## src/rtl/uart_cmd_ctrl.sv

```systemverilog
// rtl/uart_cmd_ctrl.sv - byte-command controller bridging UART rx/tx to a small register file
// Register 0 also drives the UART framing configuration (parity enable/type, prescale).
module uart_cmd_ctrl #(
    parameter int WIDTH          = 8,
    parameter int PRESCALE_WIDTH = 5,
    parameter int ADDR_WIDTH     = 3
) (
    input  logic                      CLK,
    input  logic                      RST,
    input  logic [WIDTH-1:0]          RX_P_DATA,
    input  logic                      RX_DATA_VALID,
    input  logic                      RX_PAR_ERR,
    input  logic                      RX_STP_ERR,
    output logic [WIDTH-1:0]          TX_P_DATA,
    output logic                      TX_DATA_VALID,
    input  logic                      TX_BUSY,
    output logic                      CFG_PAR_EN,
    output logic                      CFG_PAR_TYP,
    output logic [PRESCALE_WIDTH-1:0] CFG_PRESCALE,
    output logic                      CMD_ERR,
    output logic [7:0]                ERR_CNT,
    output logic                      CTRL_BUSY
);

    localparam int               DEPTH    = 1 << ADDR_WIDTH;
    localparam logic [WIDTH-1:0] CMD_WR   = 8'hAA;
    localparam logic [WIDTH-1:0] CMD_RD   = 8'hBB;
    localparam logic [WIDTH-1:0] CLR_ADDR = 8'h7F;
    localparam logic [WIDTH-1:0] REG0_RST = 8'h21;

    typedef enum logic [2:0] {
        S_IDLE,
        S_WR_ADDR,
        S_WR_DATA,
        S_RD_ADDR,
        S_TX_REQ,
        S_TX_START,
        S_TX_WAIT
    } state_t;

    state_t           r_state;
    state_t           w_next;
    logic [WIDTH-1:0] r_addr;
    logic [WIDTH-1:0] r_regs [DEPTH];
    logic [WIDTH-1:0] r_tx_data;
    logic             r_tx_valid;
    logic             r_cmd_err;
    logic [7:0]       r_err_cnt;

    logic             w_good;
    logic             w_bad;
    logic             w_addr_oor;
    logic [WIDTH-1:0] w_rd_data;
    logic             w_err;
    logic             w_wr_en;
    logic             w_clr;
    logic             w_addr_ld;
    logic             w_tx_fire;

    assign w_good     = RX_DATA_VALID & ~RX_PAR_ERR & ~RX_STP_ERR;
    assign w_bad      = RX_DATA_VALID & (RX_PAR_ERR | RX_STP_ERR);
    assign w_addr_oor = |r_addr[WIDTH-1:ADDR_WIDTH];
    assign w_rd_data  = w_addr_oor ? '0 : r_regs[r_addr[ADDR_WIDTH-1:0]];

    always_ff @(posedge CLK) begin
        if (RST) begin
            r_state <= S_IDLE;
        end else begin
            r_state <= w_next;
        end
    end

    always_comb begin
        w_next    = r_state;
        w_err     = 1'b0;
        w_wr_en   = 1'b0;
        w_clr     = 1'b0;
        w_addr_ld = 1'b0;
        w_tx_fire = 1'b0;
        case (r_state)
            S_IDLE: begin
                if (w_good && RX_P_DATA == CMD_WR) begin
                    w_next = S_WR_ADDR;
                end else if (w_good && RX_P_DATA == CMD_RD) begin
                    w_next = S_RD_ADDR;
                end else if (RX_DATA_VALID) begin
                    w_err = 1'b1;
                end
            end
            S_WR_ADDR: begin
                if (w_good) begin
                    w_addr_ld = 1'b1;
                    w_next    = S_WR_DATA;
                end else if (w_bad) begin
                    w_err  = 1'b1;
                    w_next = S_IDLE;
                end
            end
            S_WR_DATA: begin
                if (w_good) begin
                    w_next = S_IDLE;
                    // 0x7F is the counter-clear address, the only silent out-of-range write
                    if (!w_addr_oor) begin
                        w_wr_en = 1'b1;
                    end else if (r_addr == CLR_ADDR) begin
                        w_clr = 1'b1;
                    end else begin
                        w_err = 1'b1;
                    end
                end else if (w_bad) begin
                    w_err  = 1'b1;
                    w_next = S_IDLE;
                end
            end
            S_RD_ADDR: begin
                if (w_good) begin
                    w_addr_ld = 1'b1;
                    w_err     = |RX_P_DATA[WIDTH-1:ADDR_WIDTH];
                    w_next    = S_TX_REQ;
                end else if (w_bad) begin
                    w_err  = 1'b1;
                    w_next = S_IDLE;
                end
            end
            S_TX_REQ: begin
                w_err = RX_DATA_VALID;
                if (!TX_BUSY) begin
                    w_tx_fire = 1'b1;
                    w_next    = S_TX_START;
                end
            end
            S_TX_START: begin
                w_err = RX_DATA_VALID;
                if (TX_BUSY) begin
                    w_next = S_TX_WAIT;
                end
            end
            S_TX_WAIT: begin
                w_err = RX_DATA_VALID;
                if (!TX_BUSY) begin
                    w_next = S_IDLE;
                end
            end
            default: w_next = S_IDLE;
        endcase
    end

    always_ff @(posedge CLK) begin
        if (RST) begin
            r_addr     <= '0;
            r_tx_data  <= '0;
            r_tx_valid <= 1'b0;
            r_cmd_err  <= 1'b0;
            r_err_cnt  <= '0;
            for (int i = 0; i < DEPTH; i++) begin
                r_regs[i] <= (i == 0) ? REG0_RST : '0;
            end
        end else begin
            r_tx_valid <= w_tx_fire;
            r_cmd_err  <= w_err;
            if (w_addr_ld) begin
                r_addr <= RX_P_DATA;
            end
            if (w_wr_en) begin
                r_regs[r_addr[ADDR_WIDTH-1:0]] <= RX_P_DATA;
            end
            if (w_tx_fire) begin
                r_tx_data <= w_rd_data;
            end
            if (w_clr) begin
                r_err_cnt <= '0;
            end else if (w_err && r_err_cnt != 8'hFF) begin
                r_err_cnt <= r_err_cnt + 8'd1;
            end
        end
    end

    assign TX_P_DATA     = r_tx_data;
    assign TX_DATA_VALID = r_tx_valid;
    assign CMD_ERR       = r_cmd_err;
    assign ERR_CNT       = r_err_cnt;
    assign CTRL_BUSY     = (r_state != S_IDLE);
    assign CFG_PAR_EN    = r_regs[0][0];
    assign CFG_PAR_TYP   = r_regs[0][1];
    assign CFG_PRESCALE  = r_regs[0][2 +: PRESCALE_WIDTH];

endmodule

```

## config.mk

```make
export PLATFORM = sky130hd
export DESIGN_NAME = uart_cmd_ctrl
export DESIGN_NICKNAME = d
export VERILOG_FILES = /design/src/rtl/uart_cmd_ctrl.sv
export SDC_FILE = /design/constraint.sdc
export NUM_CORES = 1
export LEC_CHECK = 0
export ABC_CLOCK_PERIOD_IN_PS = 6120
export CAP_MARGIN = 20
export CORE_UTILIZATION = 45
export CTS_CLUSTER_DIAMETER = 40
export CTS_CLUSTER_SIZE = 16
export DETAILED_ROUTE_END_ITERATION = 10
export PLACE_DENSITY = 0.69
export SETUP_SLACK_MARGIN = 0.4
export SYNTH_ARGS = -nofsm -noshare
export SYNTH_HDL_FRONTEND = slang
export SYNTH_SLANG_ARGS = --single-unit
```

## constraint.sdc

```tcl
create_clock -name CLK -period 6.12 [get_ports CLK]
set_clock_uncertainty 0.15 [all_clocks]
set_input_delay 0.918 -clock CLK [delete_from_list [all_inputs] [get_ports CLK]]
set_output_delay 0.918 -clock CLK [all_outputs]
set_load 0.01 [all_outputs]
```

======== Yosys cells after proc, flatten, opt, wreduce, memory -nomap -nowiden ========
Memory sizes are Yosys's and may differ from the RTL's. A register that Yosys moved wholly into a read port is not among the register bits.
Index checks and enable logic that the tools add are counted.
W data, S select, Z words.
operators by class
  $add $sub $neg .......................... 1
  eq/ne operators ......................... 14
  multiplexer cells ....................... 42
  reductions and logical operators ........ 12
  bitwise operators ....................... 6
operators by type and width
  cell                   count
  $mux W3                12
  $mux W1                26
  $pmux W3 S7            1
  $eq A8 B8 Y1 const B   2
  $mux W8                2
  $reduce_or A5 Y1       2
  $eq A3 B3 Y1 const B   3
  $add A8 B1 Y8 const B  1
  $eq A8 B7 Y1 const B   1
  $ne A8 B8 Y1 const B   1
  $reduce_or A8 Y1       1
  $eq A3 B2 Y1 const B   2
  $ne A2 B2 Y1 const B   3
  $pmux W1 S5            1
  $reduce_and A4 Y1      1
  $reduce_or A2 Y1       2
  $and A1 B1 Y1          3
  $eq A3 B1 Y1 const B   1
  $logic_and A1 B1 Y1    3
  $logic_not A3 Y1       1
  $ne A3 B3 Y1 const B   1
  $reduce_bool A3 Y1     1
  $reduce_or A3 Y1       1
  $not A1 Y1             2
  $or A1 B1 Y1           1
word-level totals
  output and inout port bits .............. 26
  memory bits (writable) .................. 64
  bits in registers ....................... 29
  word-level logic and storage cells ...... 82
  memories kept ........................... 1
memory list
  name    words  bits a word  read ports  clocked after Yosys merged registers in  wr ports  RTL line  text
  r_regs  8      8            2           1                                        8         44        logic [WIDTH-1:0] r_regs [DEPTH];

======== Logic depth before layout (Yosys ltp) ========
  word-level depth ........................ 10
  depth in mapped cells ................... 8

======== Worst setup path before layout ========
No wires, ideal clock.
  kind .................................... input -> register
  start ................................... in RX_PAR_ERR
  end ..................................... mem r_regs[0][0], enable pin
  arrival time ............................ 2.394 ns
  setup slack ............................. 3.247 ns
  cell stages on the path ................. 6
  library setup time ...................... 0.329 ns
  path through ............................ nor3b_1 and3_1 nor3b_1 nand2b_1 nor3_2 or2_1
RTL lines
  item         RTL line  text
  from (decl)  12        input logic RX_PAR_ERR,
  to (decl)    44

==> results.md <==
* Yosys Warn Count at 0
* Register area share after synthesis at 0.577
* Synth area leader: edfxtp_1
* GPL Wtd Cong at 0.793
* Skew-Pair Late Insertion Delay at 0.35 ns
* CTS clk-pin slew, worst paths at 0.09 ns
* Largest stage delay, worst path at 0.50 ns
* Num rows at 35
* Power Internal at 0.988 mW
* Gr usage total at 0.200
* Die area at 10,300 um2
* Net count of the finished layout at 407
* Outcome: complete, no violations
* Worst path bufs/invs at 2
* Grt met2 use at 0.341
* Hold crit path type: reg -> reg
* Worst Setup Start Kind: input pin
* Core area at 9420 um2
* Pleak at 1.76 nW
* # fillers at 816
* Met1 usage at 0.247
* NetSw at 0.350 mW
* Peak VDD IR at 189 uV
* Largest net degree at the start of global routing at 33
* Worst slew pin tran at 0.828 ns
* Vias in the first global route at 2,816
* # hold bufs at CTS at 0
* Syn avg cell area at 12.2 um2
* Wire per inst at 18.1 um
* Fin crit share at 0.580
* RSZ-0062 raised after global routing: no
* Top delay family on crit path: simple AND/OR/NAND/NOR gates
* Fraction of layout cells with a size suffix above 1 at 0.139
* Number of synthesized register bits at 96
* Die X-Extent at 101 um
* Critical Path Slowest Stage Cell: clkdlybuf4s50_1
* Pwr dens at 263 nW/um2
* Initial Util at 0.472
* Total negative setup slack at 0 ns
* Netlist cell types at 49
* Most Crowded Layer GR: met2
* DR DRC count at 0
* Post-route ant nets at 0
* Maximum Capacitance Violations at 0
* Ant diodes at 0
* Setup Crit Path Kind: in -> reg
* CP required at 5.98 ns
* Synth area leaders: edfxtp_1, dfxtp_1, and2_1, mux4_2, nor2_1
* Clk pwr share at 0.303
* Crit path cell chain: clkdlybuf4s50_1 -> nor3b_1 -> buf_4 -> and3_1 -> nor3b_1 -> nand2b_1 -> nor3_2 -> or2_1
* Final Setup Violations at 0
* First-pass GRT wire length at 15,000 um
* Crit. End Element: flip-flop
* H-tree level count at 3
* Reg power frac at 0.557
* Post-Synthesis Cells at 364
* Vias after detailed routing at 2,850
* Drt first-iter violations at 116
* CTS tree: yes
* CTS-repair resized insts at 0
* Syn nets at 379
* Vias per cell at 5.42
* Area grow syn2layout at 14.6%
* Root Driver: clkbuf_8
* DRT Pass-1 Iters at 4
* Combinational power share at 0.140
* I/O pin total at 40
* Post-CTS Setup Bufs at 0
* Achievable Freq at 282 MHz
* Crit path arrival time at 3.41 ns
* PnR worst setup slack at 2.57 ns
* WL final at 9510 um
* Sw frac at 0.262
* GRT met3 Usage at 0.0476
* Post-Place Worst Slack at 2.18 ns
* Die height at 101 um
* Clk sinks at 96
* Most used cell, CP: nor3b_1
* Netlist Area Pre-Place at 4440 um2
* Initial antenna violation count at 0
* Hold slack at 0.331 ns
* Fin util at 0.541
* Clock tree buffer depth at 2
* Rel. slew slack at 0.447
* Dpl cell area at 4880 um2
* Buffers added on ports at 39
* Post-DP HPWL at 6610 um
* Final instance area at 5090 um2
* Hold Vio Cnt, Final at 0
* Total congestion overflow at 0
* Share of the synthesized area in the top cell type at 0.432
* CTS buffer count at 9
* Worst-path fanout max at 14
* Crit path time final at 3.55 ns
* Slew Limit Fails at 0
## cells in the final DEF (no fill, tap or decap), types with 2 or more instances in the layout
cell	instances
o21ai_0	3
inv_1	4
nand3_1	11
nand2_1	21
nor2_1	26
nor3_2	2
o31ai_1	2
nor3b_1	3
clkbuf_8	9
inv_4	2
and3_1	4
clkbuf_1	2
or2_2	7
dfxtp_1	32
mux2i_1	3
edfxtp_1	64
o21ai_1	7
mux2_2	8
nand4_1	4
mux4_2	16
or3_1	6
a22oi_1	9
buf_4	2
nand2b_1	5
a21oi_1	15
nor3_1	2
clkdlybuf4s50_1	39
and2_1	64
## final cells by class
cell class | instances | area, um2 | share of cell area
flip-flops and latches | 96 | 2560 | 0.503
clock buffers | 11 | 131 | 0.0258
repair buffers | 42 | 433 | 0.0850
clock inverters | 5 | 56.3 | 0.0111
multi-input cells | 239 | 1730 | 0.340
inverters | 4 | 15.0 | 0.00295
well taps | 129 | 161 | 0.0317
## cells by family (layout without fill, tap and decap cells)
group | count (synthesis) | count (layout) | synth area share
AOI/OAI and AO/OA | 45 | 45 | 0.0676
buffers and inverters | 29 | 62 | 0.0332
adders and majority gates | 1 | 1 | 0.00281
and+or+nand+nor | 165 | 165 | 0.210
DFF | 96 | 96 | 0.577
muxes | 27 | 27 | 0.108
xor gates and xnor gates | 1 | 1 | 0.00197
## path summary, 6_finish.rpt
| kind | start | to | slack [ns] | cells after the start |
|---|---|---|---|---|
| max reg2reg | r_state[2] | r_regs[0][4] | 3.29 | 6 |
| max | RX_DATA_VALID | r_regs[0][4] | 2.57 | 8 |
| min | r_addr[4] | r_addr[4] | 0.33 | 2 |
| min reg2reg | r_addr[4] | r_addr[4] | 0.33 | 2 |
## routing by layer
layer | part of all wire | wire [um]
met4 | 0.027 | 258
met5 | 0 | 0
met2 | 0.49 | 4690
met1 | 0.43 | 4100
met3 | 0.049 | 464
## power by group through the flow
stage	clock (mW)	sequential (mW)	combinational, mW
2_1_floorplan	0	0.742	0.148
3_3_place_gp	0	0.760	0.182
3_5_place_dp	0	0.761	0.185
4_1_cts	0.410	0.746	0.186
5_1_grt	0.435	0.750	0.202
6_report	0.405	0.746	0.188
## cells in the mapped netlist, drive strengths merged
cell	number
nor3b	3
o21ai	10
mux4	16
o22ai	1
o311ai	1
mux2i	3
nand2b	5
nand4b	1
ha	1
xnor2	1
and4bb	1
and4	1
o31ai	2
o211ai	1
and3	4
and2	64
a22oi	9
o21bai	1
dfxtp	32
buf	12
or3	6
or2	8
nand3b	1
a32oi	1
nand2	21
inv	4
o41ai	1
nor2	27
a21o	1
a311oi	1
nand4	4
nor2b	1
clkbuf	13
or4	2
a31oi	1
mux2	8
nor3	4
edfxtp	64
a21oi	15
nand3	12
## tightest hold or removal path, delay by kind of cell, from the launching register on
family | cells | cell delay [ns]
simple gates | 1 | 0.06
compound gates | 1 | 0.05
flops | 1 | 0.33
## registers in the layout, indices dropped and copies added (netlist names), named ones only
register and flops:
TX_DATA_VALID 1, r_state 3, CMD_ERR 1, ERR_CNT 8, TX_P_DATA 8, r_addr 8, r_regs 64
## metrics by stage
stage	total power, mW	std cells
CTS	1.34	525
global placement	0.942	509
finish	1.34	526
detailed placement	0.946	509
global route	1.39	526
floorplan	0.890	364
Note: power is estimated with default switching activity, not from simulation.
